### src/rtl/reg_bank_pkg.sv
// Shared definitions for the parametrised register bank: reset image and read-source select.
// Consumers import reg_bank_pkg::*.
package reg_bank_pkg;

  localparam int unsigned RST_R2      = 2;
  localparam int unsigned RST_R3      = 349;
  localparam int unsigned RST_DEFAULT = 0;

  // Address the processor top ties onto dbg_addr (replaces the old fixed debug tap).
  localparam int unsigned DBG_TAP_ADDR = 13;

  typedef enum logic [0:0] {
    SRC_ARRAY  = 1'b0,
    SRC_BYPASS = 1'b1
  } rd_src_e;

  function automatic logic [63:0] reset_value(input int idx);
    case (idx)
      2:       return 64'(RST_R2);
      3:       return 64'(RST_R3);
      default: return 64'(RST_DEFAULT);
    endcase
  endfunction

endpackage

### src/rtl/reg_scoreboard.sv
// Per-register pending vector: reserve sets, write clears, set wins on a same-cycle collision.
// CLEAR_VISIBLE selects whether queries see this cycle's clear (bypass build) or only its set.
module reg_scoreboard
  import reg_bank_pkg::*;
#(
  parameter int NUM_REGS      = 16,
  parameter bit CLEAR_VISIBLE = 1'b1,
  localparam int AW           = $clog2(NUM_REGS)
) (
  input  logic          clk,
  input  logic          rst_n,
  input  logic          set_en,
  input  logic [AW-1:0] set_addr,
  input  logic          clr_en,
  input  logic [AW-1:0] clr_addr,
  input  logic [AW-1:0] q1_addr,
  input  logic [AW-1:0] q2_addr,
  output logic          q1_busy,
  output logic          q2_busy
);

  logic [NUM_REGS-1:0] r_pending;
  logic [NUM_REGS-1:0] w_set;
  logic [NUM_REGS-1:0] w_clr;
  logic [NUM_REGS-1:0] w_pending_next;
  logic [NUM_REGS-1:0] w_query;

  // Slot 0 is the zero register and can never become pending.
  assign w_set[0] = 1'b0;
  assign w_clr[0] = 1'b0;

  genvar gi;
  generate
    for (gi = 1; gi < NUM_REGS; gi++) begin : g_slot
      assign w_set[gi] = set_en && (set_addr == AW'(gi));
      assign w_clr[gi] = clr_en && (clr_addr == AW'(gi));
    end
  endgenerate

  assign w_pending_next = (r_pending & ~w_clr) | w_set;
  assign w_query        = CLEAR_VISIBLE ? w_pending_next : (r_pending | w_set);

  always_ff @(posedge clk or negedge rst_n) begin
    if (!rst_n) begin
      r_pending <= '0;
    end else begin
      r_pending <= w_pending_next;
    end
  end

  assign q1_busy = w_query[q1_addr];
  assign q2_busy = w_query[q2_addr];

endmodule

### src/rtl/reg_bank_param.sv
// Parametrised register file: two registered read ports with busy/valid, one write port,
// zero register R0, registered debug port. Define REG_BANK_BYPASS_EN for write-to-read forwarding.
module reg_bank_param
  import reg_bank_pkg::*;
#(
  parameter int NUM_REGS = 16,
  parameter int DATA_W   = 32,
  localparam int AW      = $clog2(NUM_REGS)
) (
  input  logic              clk,
  input  logic              rst_n,
  input  logic              rd_en,
  input  logic [AW-1:0]     rs1_addr,
  input  logic [AW-1:0]     rs2_addr,
  output logic [DATA_W-1:0] data1,
  output logic [DATA_W-1:0] data2,
  output logic              rs1_busy,
  output logic              rs2_busy,
  output logic              rd_valid,
  input  logic              wr_en,
  input  logic [AW-1:0]     wr_addr,
  input  logic [DATA_W-1:0] wr_data,
  input  logic              rsv_en,
  input  logic [AW-1:0]     rsv_addr,
  input  logic [AW-1:0]     dbg_addr,
  output logic [DATA_W-1:0] dbg_data
);

`ifdef REG_BANK_BYPASS_EN
  localparam bit BYPASS = 1'b1;
`else
  localparam bit BYPASS = 1'b0;
`endif

  logic [DATA_W-1:0] r_mem [NUM_REGS];
  logic [DATA_W-1:0] r_data1;
  logic [DATA_W-1:0] r_data2;
  logic [DATA_W-1:0] r_dbg_data;
  logic              r_rs1_busy;
  logic              r_rs2_busy;
  logic              r_rd_valid;

  logic              w_wr_live;
  logic              w_rsv_live;
  rd_src_e           w_rs1_src;
  rd_src_e           w_rs2_src;
  rd_src_e           w_dbg_src;
  logic [DATA_W-1:0] w_rd1_val;
  logic [DATA_W-1:0] w_rd2_val;
  logic [DATA_W-1:0] w_dbg_val;
  logic              w_rs1_busy;
  logic              w_rs2_busy;

  assign w_wr_live  = wr_en && (wr_addr != '0);
  assign w_rsv_live = rsv_en && (rsv_addr != '0);

  // Storage is flop-based because the whole array must load a reset image asynchronously.
  always_ff @(posedge clk or negedge rst_n) begin
    if (!rst_n) begin
      for (int i = 0; i < NUM_REGS; i++) begin
        r_mem[i] <= DATA_W'(reset_value(i));
      end
    end else if (w_wr_live) begin
      r_mem[wr_addr] <= wr_data;
    end
  end

  assign w_rs1_src = (BYPASS && w_wr_live && (wr_addr == rs1_addr)) ? SRC_BYPASS : SRC_ARRAY;
  assign w_rs2_src = (BYPASS && w_wr_live && (wr_addr == rs2_addr)) ? SRC_BYPASS : SRC_ARRAY;
  assign w_dbg_src = (BYPASS && w_wr_live && (wr_addr == dbg_addr)) ? SRC_BYPASS : SRC_ARRAY;

  assign w_rd1_val = (w_rs1_src == SRC_BYPASS) ? wr_data : r_mem[rs1_addr];
  assign w_rd2_val = (w_rs2_src == SRC_BYPASS) ? wr_data : r_mem[rs2_addr];
  assign w_dbg_val = (w_dbg_src == SRC_BYPASS) ? wr_data : r_mem[dbg_addr];

  reg_scoreboard #(
    .NUM_REGS      (NUM_REGS),
    .CLEAR_VISIBLE (BYPASS)
  ) u_scoreboard (
    .clk      (clk),
    .rst_n    (rst_n),
    .set_en   (w_rsv_live),
    .set_addr (rsv_addr),
    .clr_en   (w_wr_live),
    .clr_addr (wr_addr),
    .q1_addr  (rs1_addr),
    .q2_addr  (rs2_addr),
    .q1_busy  (w_rs1_busy),
    .q2_busy  (w_rs2_busy)
  );

  // Read outputs hold between requests; rd_valid marks the cycle they were refreshed.
  always_ff @(posedge clk or negedge rst_n) begin
    if (!rst_n) begin
      r_data1    <= '0;
      r_data2    <= '0;
      r_rs1_busy <= 1'b0;
      r_rs2_busy <= 1'b0;
      r_rd_valid <= 1'b0;
      r_dbg_data <= '0;
    end else begin
      r_rd_valid <= rd_en;
      r_dbg_data <= w_dbg_val;
      if (rd_en) begin
        r_data1    <= w_rd1_val;
        r_data2    <= w_rd2_val;
        r_rs1_busy <= w_rs1_busy;
        r_rs2_busy <= w_rs2_busy;
      end
    end
  end

  assign data1    = r_data1;
  assign data2    = r_data2;
  assign rs1_busy = r_rs1_busy;
  assign rs2_busy = r_rs2_busy;
  assign rd_valid = r_rd_valid;
  assign dbg_data = r_dbg_data;

endmodule

### config.mk
export PLATFORM = sky130hd
export DESIGN_NAME = reg_bank_param
export DESIGN_NICKNAME = d
export VERILOG_FILES = /design/src/rtl/reg_bank_pkg.sv /design/src/rtl/reg_scoreboard.sv /design/src/rtl/reg_bank_param.sv
export SDC_FILE = /design/constraint.sdc
export NUM_CORES = 1
export LEC_CHECK = 0
export CORE_AREA = 3 3 442 269
export CTS_CLUSTER_SIZE = 16
export DETAILED_ROUTE_END_ITERATION = 16
export DIE_AREA = 0 0 445 272
export PLACE_DENSITY = 0.52
export SLEW_MARGIN = 10
export SYNTH_ARGS = -nofsm -noshare
export SYNTH_HDL_FRONTEND = slang
export SYNTH_SLANG_ARGS = --single-unit
### constraint.sdc
create_clock -name clk -period 3.3 [get_ports clk]
set_clock_uncertainty 0.05 [all_clocks]
set_input_delay 0.99 -clock clk [delete_from_list [all_inputs] [get_ports clk]]
set_output_delay 0.99 -clock clk [all_outputs]
set_load 0.02 [all_outputs]
Word-level counts from Yosys, hierarchy flattened. Cells that the tools add are included.

Register bits: 627. Bits of input ports: 57. Output and inout bits: 99. Word-level logic and storage cells: 119.

$lt $le $gt $ge: 7. Equality and inequality tests: 30. Mux-type cells: 16. Bitwise gates (word level): 8. Reductions and logical operators: 35.

Operator list (count): 512-bit bitwise mux (1); 32-bit binary-select mux with 4-bit select (3); 32-bit 2-to-1 mux (7); 32-bit demux with 4-bit select (1); 4-bit equality test, second input constant (16); 1-bit logical AND (33); 4-bit by 3-bit equality test with 1-bit output, second input constant (8); 16-bit OR (2); 5-bit >= comparator, second input constant (4); 4-bit NOT with 5-bit output (4); 16-bit AND (1); 4-bit by 2-bit equality test with 1-bit output, second input constant (4); 16-bit NOT (1); 4-bit by 5-bit less-than comparator with 1-bit output, second input constant (2); 1-bit binary-select mux with 4-bit select (2); 4-bit by 1-bit equality test with 1-bit output, second input constant (2); 4-bit nonzero test (2); 5-bit by 1-bit less-than comparator with 1-bit output, second input constant (1); 1-bit 2-to-1 mux (2).

Depth between registers and ports, before layout. Gate-level depths: netlist of run 1.

Word-level depth: 6. Depth in mapped cells: 8. Gate-level depth less buffers: 5.

By module. Synthesis of run 1 repeated with hierarchy kept, for this count alone.

Cells, all modules: 2182. Area total of the unflattened synthesis: 34378.0 µm².

Modules (own cells, without submodules): reg_bank_param (times used 1, cells an instance 2046, area each 33280.7 µm², sequential area each 15298.4 µm²); reg_scoreboard (times used 1, cells an instance 136, area each 1097.3 µm², sequential area each 375.4 µm²).

Worst setup path after synthesis of run 1. Ideal clock, no wire load.

Kind: in2reg. Start point: in rs1_addr[0]. End point: reg r_data1[25], in the netlist data1[25]. Library setup time: 0.125 ns. Data arrival time: 2.859 ns. Required time: 3.125 ns. Path slack: 0.266 ns. Stages: 5. Path buffers: 2. Cells stage by stage: clkbuf_1 clkbuf_1 mux4_2 mux4_2 mux2_2.

Cells in the longest elaborated chain, start to end: 4.

RTL lines: from (decl) (RTL line reg_bank_param.sv:13) `input logic [AW-1:0] rs1_addr,`; 4-bit NOT with 5-bit output (implied by the code) (RTL line reg_bank_param.sv:72) `assign w_rd1_val = (w_rs1_src == SRC_BYPASS) ? wr_data : r_mem[rs1_addr];`; 32-bit binary-select mux with 4-bit select (RTL line reg_bank_param.sv:72); 32-bit 2-to-1 mux (implied by the code) (2 in a row) (RTL line reg_bank_param.sv:72); to (signal assigned) (RTL line reg_bank_param.sv:105) `r_data1 <= w_rd1_val;`; to (decl) (RTL line reg_bank_param.sv:36) `logic [DATA_W-1:0] r_data1;`.

No other way between the ends. The select of a mux whose other input is x is not followed. A chain may end at the register's enable or synchronous reset.

Worst setup path in the final report of run 1.
Start point: reg r_data1[2], in the netlist data1[2]. End point: out data1[2].

RTL lines: to (decl) (RTL line reg_bank_param.sv:15) `output logic [DATA_W-1:0] data1,`.

No word-level cell between the ends.

==> results of run 1 <==
through the flow:
step	hold WS [ps]	std cells
CTS	181	3685
floorplan	394	2014
global route	191	3685
global placement	342	3569
detailed placement	352	3569
finish	209	3686
worst reg2reg max path, delay by kind of cell (launching register included):
kind   cells  cell delay (ps)
flops      1              410
mux        3             1330
per-layer routing:
metal / GRT usage (%) / share of wire, % / vias up
met5: 0 / 0.010 / -
met4: 4.43 / 2.1 / 2
met3: 4.03 / 6.2 / 150
met2: 27.9 / 46 / 710
met1: 26.2 / 45 / 11574
li1: - / - / 8310
final timing paths:
path | start | to | slack [ps]
max | data1[2] | data1[2] | 490
min | rst_n | r_mem[230] | 210
max reg2reg | r_mem[407] | data2[23] | 1410
min reg2reg | r_mem[507] | r_mem[507] | 370
max in group asynchronous | rst_n | rs2_busy | 1930
min in group clk | r_mem[507] | r_mem[507] | 370
synthesized netlist by cell type, types with 3 or more instances:
cell,n
a221o_1,6
buf_1,14
buf_2,19
buf_6,18
clkbuf_1,186
dfrtp_1,619
dfstp_2,7
inv_1,10
mux2_2,544
mux4_2,480
nand2_1,18
nand2b_1,8
nand3_1,5
nand3b_1,4
nor2_1,19
o211ai_1,4
o21ai_0,12
o21bai_1,3
o22ai_1,10
o31a_1,3
or3_1,3
state kept, by name (all words and copies together) (netlist names):
signal,flops
rs2_busy,1
data1,32
r_mem,512
rs1_busy,1
data2,32
rd_valid,1
dbg_data,32
u_scoreboard.r_pending,15
kinds of logic (layout without fill, tap and decap cells):
kind of cell	count (synthesis)	count (layout)	share of synthesized area, %
mux	1026	1026	49.3
compound gates	48	48	0.997
simple gates	65	65	0.921
flops	626	626	45.6
buf+inv	249	401	3.18
other cells	0	1	0
power breakdown:
| group | switching [mW] | total (mW) | internal (mW) |
|---|---|---|---|
| sequential | 1.69 | 11.2 | 9.52 |
| combinational | 2.68 | 7.16 | 4.48 |
| clock | 3.34 | 7.82 | 4.48 |
| total | 7.71 | 26.2 | 18.5 |
area by class of cell:
class	count	area, um^2
fillers	10710	73700
multi-input cells	1139	17700
flip-flops and latches	626	15700
repair buffers	273	3230
clock buffers	93	1970
well taps	1519	1900
clock inverters	23	228
inverters	12	45.0
diodes	1	2.50
==> reports/results.ini, run 1 <==
[logic_synthesis]
async_reset_ff_share_pct = 100
ys_types = 37
yosysWarnings = 0
yosysSeqAreaShare_pct = 45.6
synth_top_area_share_pct = 45.1
synth_top_area_cell = dfrtp_1
synth-edff-count = 0
synthTopCellsByArea = dfrtp_1, mux4_2, mux2_2, clkbuf_1, buf_6
synth.avg_cell_area_um2 = 17.1
synthFlopType = dfrtp_1
synth.cell_area_mm2 = 0.0344
syn_nets = 2071
yosys_register_bits = 626
syn_inst = 2014

[floorplan]
initial_core_util_pct = 30.0
dieArea_mm2 = 0.121
io_pins = 156
die_h_um = 272
die_w_um = 445
coreArea_mm2 = 0.114
row_count = 96

[grt]
antenna_found_initial = 3
overflow = 0
grtUsageTotal_pct = 18.2
grt_max_degree = 89
grt_pass1_wl_um = 162000
grt_pass1_vias = 22173

[drt]
drt_iter0_drc = 1860
vias_per_cell = 5.63
firstDrtPassIters = 5
via_count = 20746
drt_wl_total_um = 109000
drc = 0
wire_per_inst_um = 29.5
ant_nets = 0

[worst_setup_path]
cp_num_buf_inv = 1
critPathTopFamily = buffers and inverters
cp_data_required_time_ps = 2260
crit_chain = clkdlybuf4s50_1
slowest_delay_ps = 660
end_kind = output pin
worstPathArrival_ps = 1770
cp.depth = 1
crit_type = flip-flop to output pin
cp_max_fo = 2
r2r_cells = 3
crit_slowest_cell = clkdlybuf4s50_1
start_kind = flip-flop

[placed_design]
dp_hpwl_um = 67400
port_buffers = 155
place_ws_ps = 116
place.gp.congestion = 0.800
placed_area_mm2 = 0.0385

[clock_tree]
cts_tree = yes
clk_latency_ps = 650
htreeDepth = 3
numCtsBuffers = 67
cts-root-buf = clkbuf_16
max-clock-path-buffers = 3
clock_sinks = 626
clk_pin_slew_ps = 60
hold_buffers = 0
cts_resized = 0
cts_setup_buffers = 0

[sta]
max_freq_ghz = 0.356
finalCritPeriodShare_pct = 85.1
maxSlewHeadroom_pct = 48.1
finalSetupViolCount = 0
fin_crit_ps = 2810
slew_violations = 0
fin_setup_tns_ps = 0
hold_viol_final = 0
worst_pin_slew_ps = 779
setup_slack_ps = 491
rsz0062_at_grt = false

[finish]
fin_area_mm2 = 0.0407
area_delta_synth_final_pct = 18.5
drive_above_1_share_pct = 59.3
final_common_cell = dfrtp_1
nNetsFinal = 2176
final_cell_mix = dfrtp_1, mux2_2, mux4_2, clkdlybuf4s50_1, clkbuf_16
postLayoutCoreUtil_pct = 35.6

[power]
peakVddDrop_v = 0.000375
totalPowerFinal_mw = 26.2
leakagePower_nw = 16.0
p_per_area_mw_per_mm2 = 643

[hold_path]
hold_class = input pin to async pin

[run_status]
status = completed

[run]
maxCapViolCount = 0

No activity file was read; power rests on OpenSTA's default activity.
==> run 2, diff against run 1 <==
- SYNTH_HIERARCHICAL: default -> 1
==> run 2 against run 1 <==
Against the previous run: synthesized cell count rose by 8.3%; flip-flop and latch count stayed put; cell count rose by 4.4%; maximum frequency fell by 1.3%; sequential power is essentially flat; highest routed layer unchanged; global-route usage rose by 0.78 points; critical path depth is the same; power shrank 4.0%; clock-buffer cell count rose by 1; worst hold slack improved by 3.6 ps; largest cell class unchanged.
==> reports/results.ini, run 2 <==
[run_status]
status = completed  ; unchanged

[floorplan]
row_count = 96  ; unchanged
dieArea_mm2 = 0.121  ; unchanged
initial_core_util_pct = 30.0  ; about the same
coreArea_mm2 = 0.114  ; unchanged
io_pins = 156  ; unchanged
die_h_um = 272  ; unchanged
die_w_um = 445  ; unchanged

[worst_setup_path]
critPathLaunch = data2[12]  ; was data1[2]
crit_slowest_cell = clkdlybuf4s50_1  ; unchanged
reg2reg_to = dbg_data[28]  ; was data2[23]
crit_chain = clkdlybuf4s50_1  ; unchanged
endpoint = data2[12]  ; was data1[2]
ff2ff_setup_slack_ps = 1620  ; was 1410 ps
cp_max_fo = 2  ; unchanged
critPathTopFamily = buffers and inverters  ; unchanged
cp_data_required_time_ps = 2260  ; about the same
slowest_delay_ps = 670  ; was 660 ps
crit_type = flip-flop to output pin  ; unchanged
end_kind = output pin  ; unchanged
timing.rr.start = r_mem[156]  ; was r_mem[407]
cp_num_buf_inv = 1  ; unchanged
start_kind = flip-flop  ; unchanged
cp.depth = 1  ; unchanged
worstPathArrival_ps = 1810  ; was 1770 ps
r2r_cells = 2  ; was 3

[clock_tree]
numCtsBuffers = 61  ; was 67
cts_tree = yes  ; unchanged
clk_pin_slew_ps = 70  ; was 60 ps
clk_latency_ps = 670  ; was 650 ps
cts_resized = 0  ; unchanged
hold_buffers = 0  ; unchanged
max-clock-path-buffers = 3  ; unchanged
cts-root-buf = clkbuf_16  ; unchanged
cts_setup_buffers = 0  ; unchanged
htreeDepth = 2  ; was 3
clock_sinks = 626  ; unchanged

[placed_design]
port_buffers = 155  ; unchanged
dp_hpwl_um = 71100  ; was 67400 um
place.gp.congestion = 0.843  ; was 0.800
placed_area_mm2 = 0.0386  ; was 0.0385 mm^2
place_ws_ps = -49.8  ; was 116 ps

[logic_synthesis]
synth.avg_cell_area_um2 = 15.8  ; was 17.1 um^2
yosysWarnings = 6  ; was 0
syn_inst = 2182  ; was 2014
synthFlopType = dfrtp_1  ; unchanged
yosysSeqAreaShare_pct = 45.6  ; about the same
synth_top_area_share_pct = 45.1  ; about the same
synthTopCellsByCount = dfrtp_1, mux2_2, mux4_2, clkbuf_1, buf_2  ; was dfrtp_1, mux2_2, mux4_2, clkbuf_1
async_reset_ff_share_pct = 100  ; unchanged
syn_nets = 2239  ; was 2071
synth.cell_area_mm2 = 0.0344  ; about the same
synth_most_common_cell = dfrtp_1  ; unchanged
synthTopCellsByArea = dfrtp_1, mux4_2, mux2_2, mux2i_1, a221oi_1  ; was dfrtp_1, mux4_2, mux2_2, clkbuf_1, buf_6
yosys_register_bits = 626  ; unchanged
synth_top_area_cell = dfrtp_1  ; unchanged
ys_types = 42  ; was 37
synth-edff-count = 0  ; unchanged

[sta]
hold_viol_final = 0  ; unchanged
finalSetupViolCount = 0  ; unchanged
slew_violations = 0  ; unchanged
finalCritPeriodShare_pct = 86.3  ; was 85.1%
rsz0062_at_grt = false  ; unchanged
setup_slack_ps = 453  ; was 491 ps
fin_setup_tns_ps = 0  ; unchanged
maxSlewHeadroom_pct = 45.3  ; was 48.1%
whs_ps = 213  ; was 209 ps
max_freq_ghz = 0.351  ; was 0.356 GHz
worst_pin_slew_ps = 821  ; was 779 ps
fin_crit_ps = 2850  ; was 2810 ps

[drt]
ant_nets = 0  ; unchanged
via_count = 22404  ; was 20746
dr_wl_met3_um = 9570  ; was 6710 um
firstDrtPassIters = 8  ; was 5
drt-met1-wl_um = 50100  ; was 49400 um
drt_iter0_drc = 2484  ; was 1860
highest-signal-layer = met5  ; unchanged
drt_wl_total_um = 116000  ; was 109000 um
wire_per_inst_um = 30.0  ; was 29.5 um
met2_length_um = 52200  ; was 50300 um
drc = 0  ; unchanged
vias_per_cell = 5.82  ; was 5.63

[power]
pwr-share-comb_pct = 26.1  ; was 27.3%
p_per_area_mw_per_mm2 = 618  ; was 643 mW/mm^2
p_int_mw = 17.6  ; was 18.5 mW
totalPowerFinal_mw = 25.2  ; was 26.2 mW
leakagePower_nw = 16.1  ; was 16.0 nW
peakVddDrop_v = 0.000473  ; was 0.000375 V
power_frac_seq_pct = 44.1  ; was 42.8%
p_sw_share_pct = 29.9  ; was 29.4%
power_switching_mw = 7.53  ; was 7.71 mW
clock_power_share_pct = 29.9  ; about the same

[grt]
grt_pass1_vias = 23133  ; was 22173
antenna_found_initial = 9  ; was 3
overflow = 0  ; unchanged
grt_pass1_wl_um = 169000  ; was 162000 um
grt_max_degree = 90  ; was 89
grtUsageTotal_pct = 19.0  ; was 18.2%

[run]
maxCapViolCount = 0  ; unchanged

[finish]
fin_area_mm2 = 0.0407  ; about the same
drive_above_1_share_pct = 50.3  ; was 59.3%
largest_reg_flops = 512  ; unchanged
top_register = r_mem  ; unchanged
final_cell_mix = dfrtp_1, mux2_2, mux4_2, clkdlybuf4s50_1, nor2_1  ; was dfrtp_1, mux2_2, mux4_2, clkdlybuf4s50_1, clkbuf_16
final_common_cell = dfrtp_1  ; unchanged
nNetsFinal = 2332  ; was 2176
area_delta_synth_final_pct = 18.5  ; about the same

[hold_path]
hold_class = input pin to async pin  ; unchanged

[run 2: cell count changes after synthesis, sizes merged, moves of 5 or more]
cell / before / now
buf: 51 / 125
mux2i: 2 / 68
a221oi: 0 / 64
nor2: 19 / 83
mux2: 544 / 482
mux4: 480 / 418
o22ai: 10 / 66
clkbuf: 186 / 132
o21ai: 12 / 20
inv: 10 / 3
a221o: 6 / 0
nand3: 5 / 10
[run 2: worst min path at each step]
stage / to / depth (start not counted)
final: data1[30] / 1
after global placement: r_mem[490] / 0
after CTS: data1[28] / 1
after detailed placement: r_mem[505] / 0
after floorplan: r_mem[480] / 1
after global routing: r_mem[444] / 1
[run 2: power groups by stage]
stage	logic, mW	registers [mW]	clock network [mW]
after floorplan	4.29	10.8	0
after global placement	6.49	11.1	0
after detailed placement	6.58	11.2	0
after CTS	6.61	11.0	7.68
after global routing	6.97	11.3	8.03
final	6.56	11.1	7.51
[run 2: cell type report]
cell class                 count  area (um^2)
sequential                   626        15700
clock buffer                  94         1850
inverter                       3         11.3
fill                       10723        73700
antenna                        4         10.0
timing repair buffer         287         3460
tap                         1519         1900
multi-input combinational   1296        17600
clock inverter                20          246
[run 2: cell families (layout without fill, tap and decap cells)]
kind of cell	Yosys count	after routing	share of synthesized area (%)
multiplexers	968	968	45.2
flip-flops	626	626	45.6
buffers and inverters	260	404	3.50
AO/OA/AOI/OAI	172	172	3.64
AND/OR/NAND/NOR	154	154	2.06
XOR/XNOR	2	2	0.0510
other	0	4	0
[run 2: layer usage]
metal / up-vias / track usage (%)
met4: 2 / 5.96
li1: 8903 / -
met2: 1133 / 28.7
met5: - / 0
met1: 12143 / 26.8
met3: 223 / 4.65
[run 2: through the flow]
step	utilization, %	cells
floorplan	-	2182
global placement	33.7	3731
detailed placement	33.7	3731
CTS	35.6	3845
global route	35.6	3848
finish	35.6	3849
==> run 3, diff against run 2 <==
- SLEW_MARGIN: 10 -> 40
==> results of run 3 <==
Final layout, timing and power as in run 2 (identical DEF).
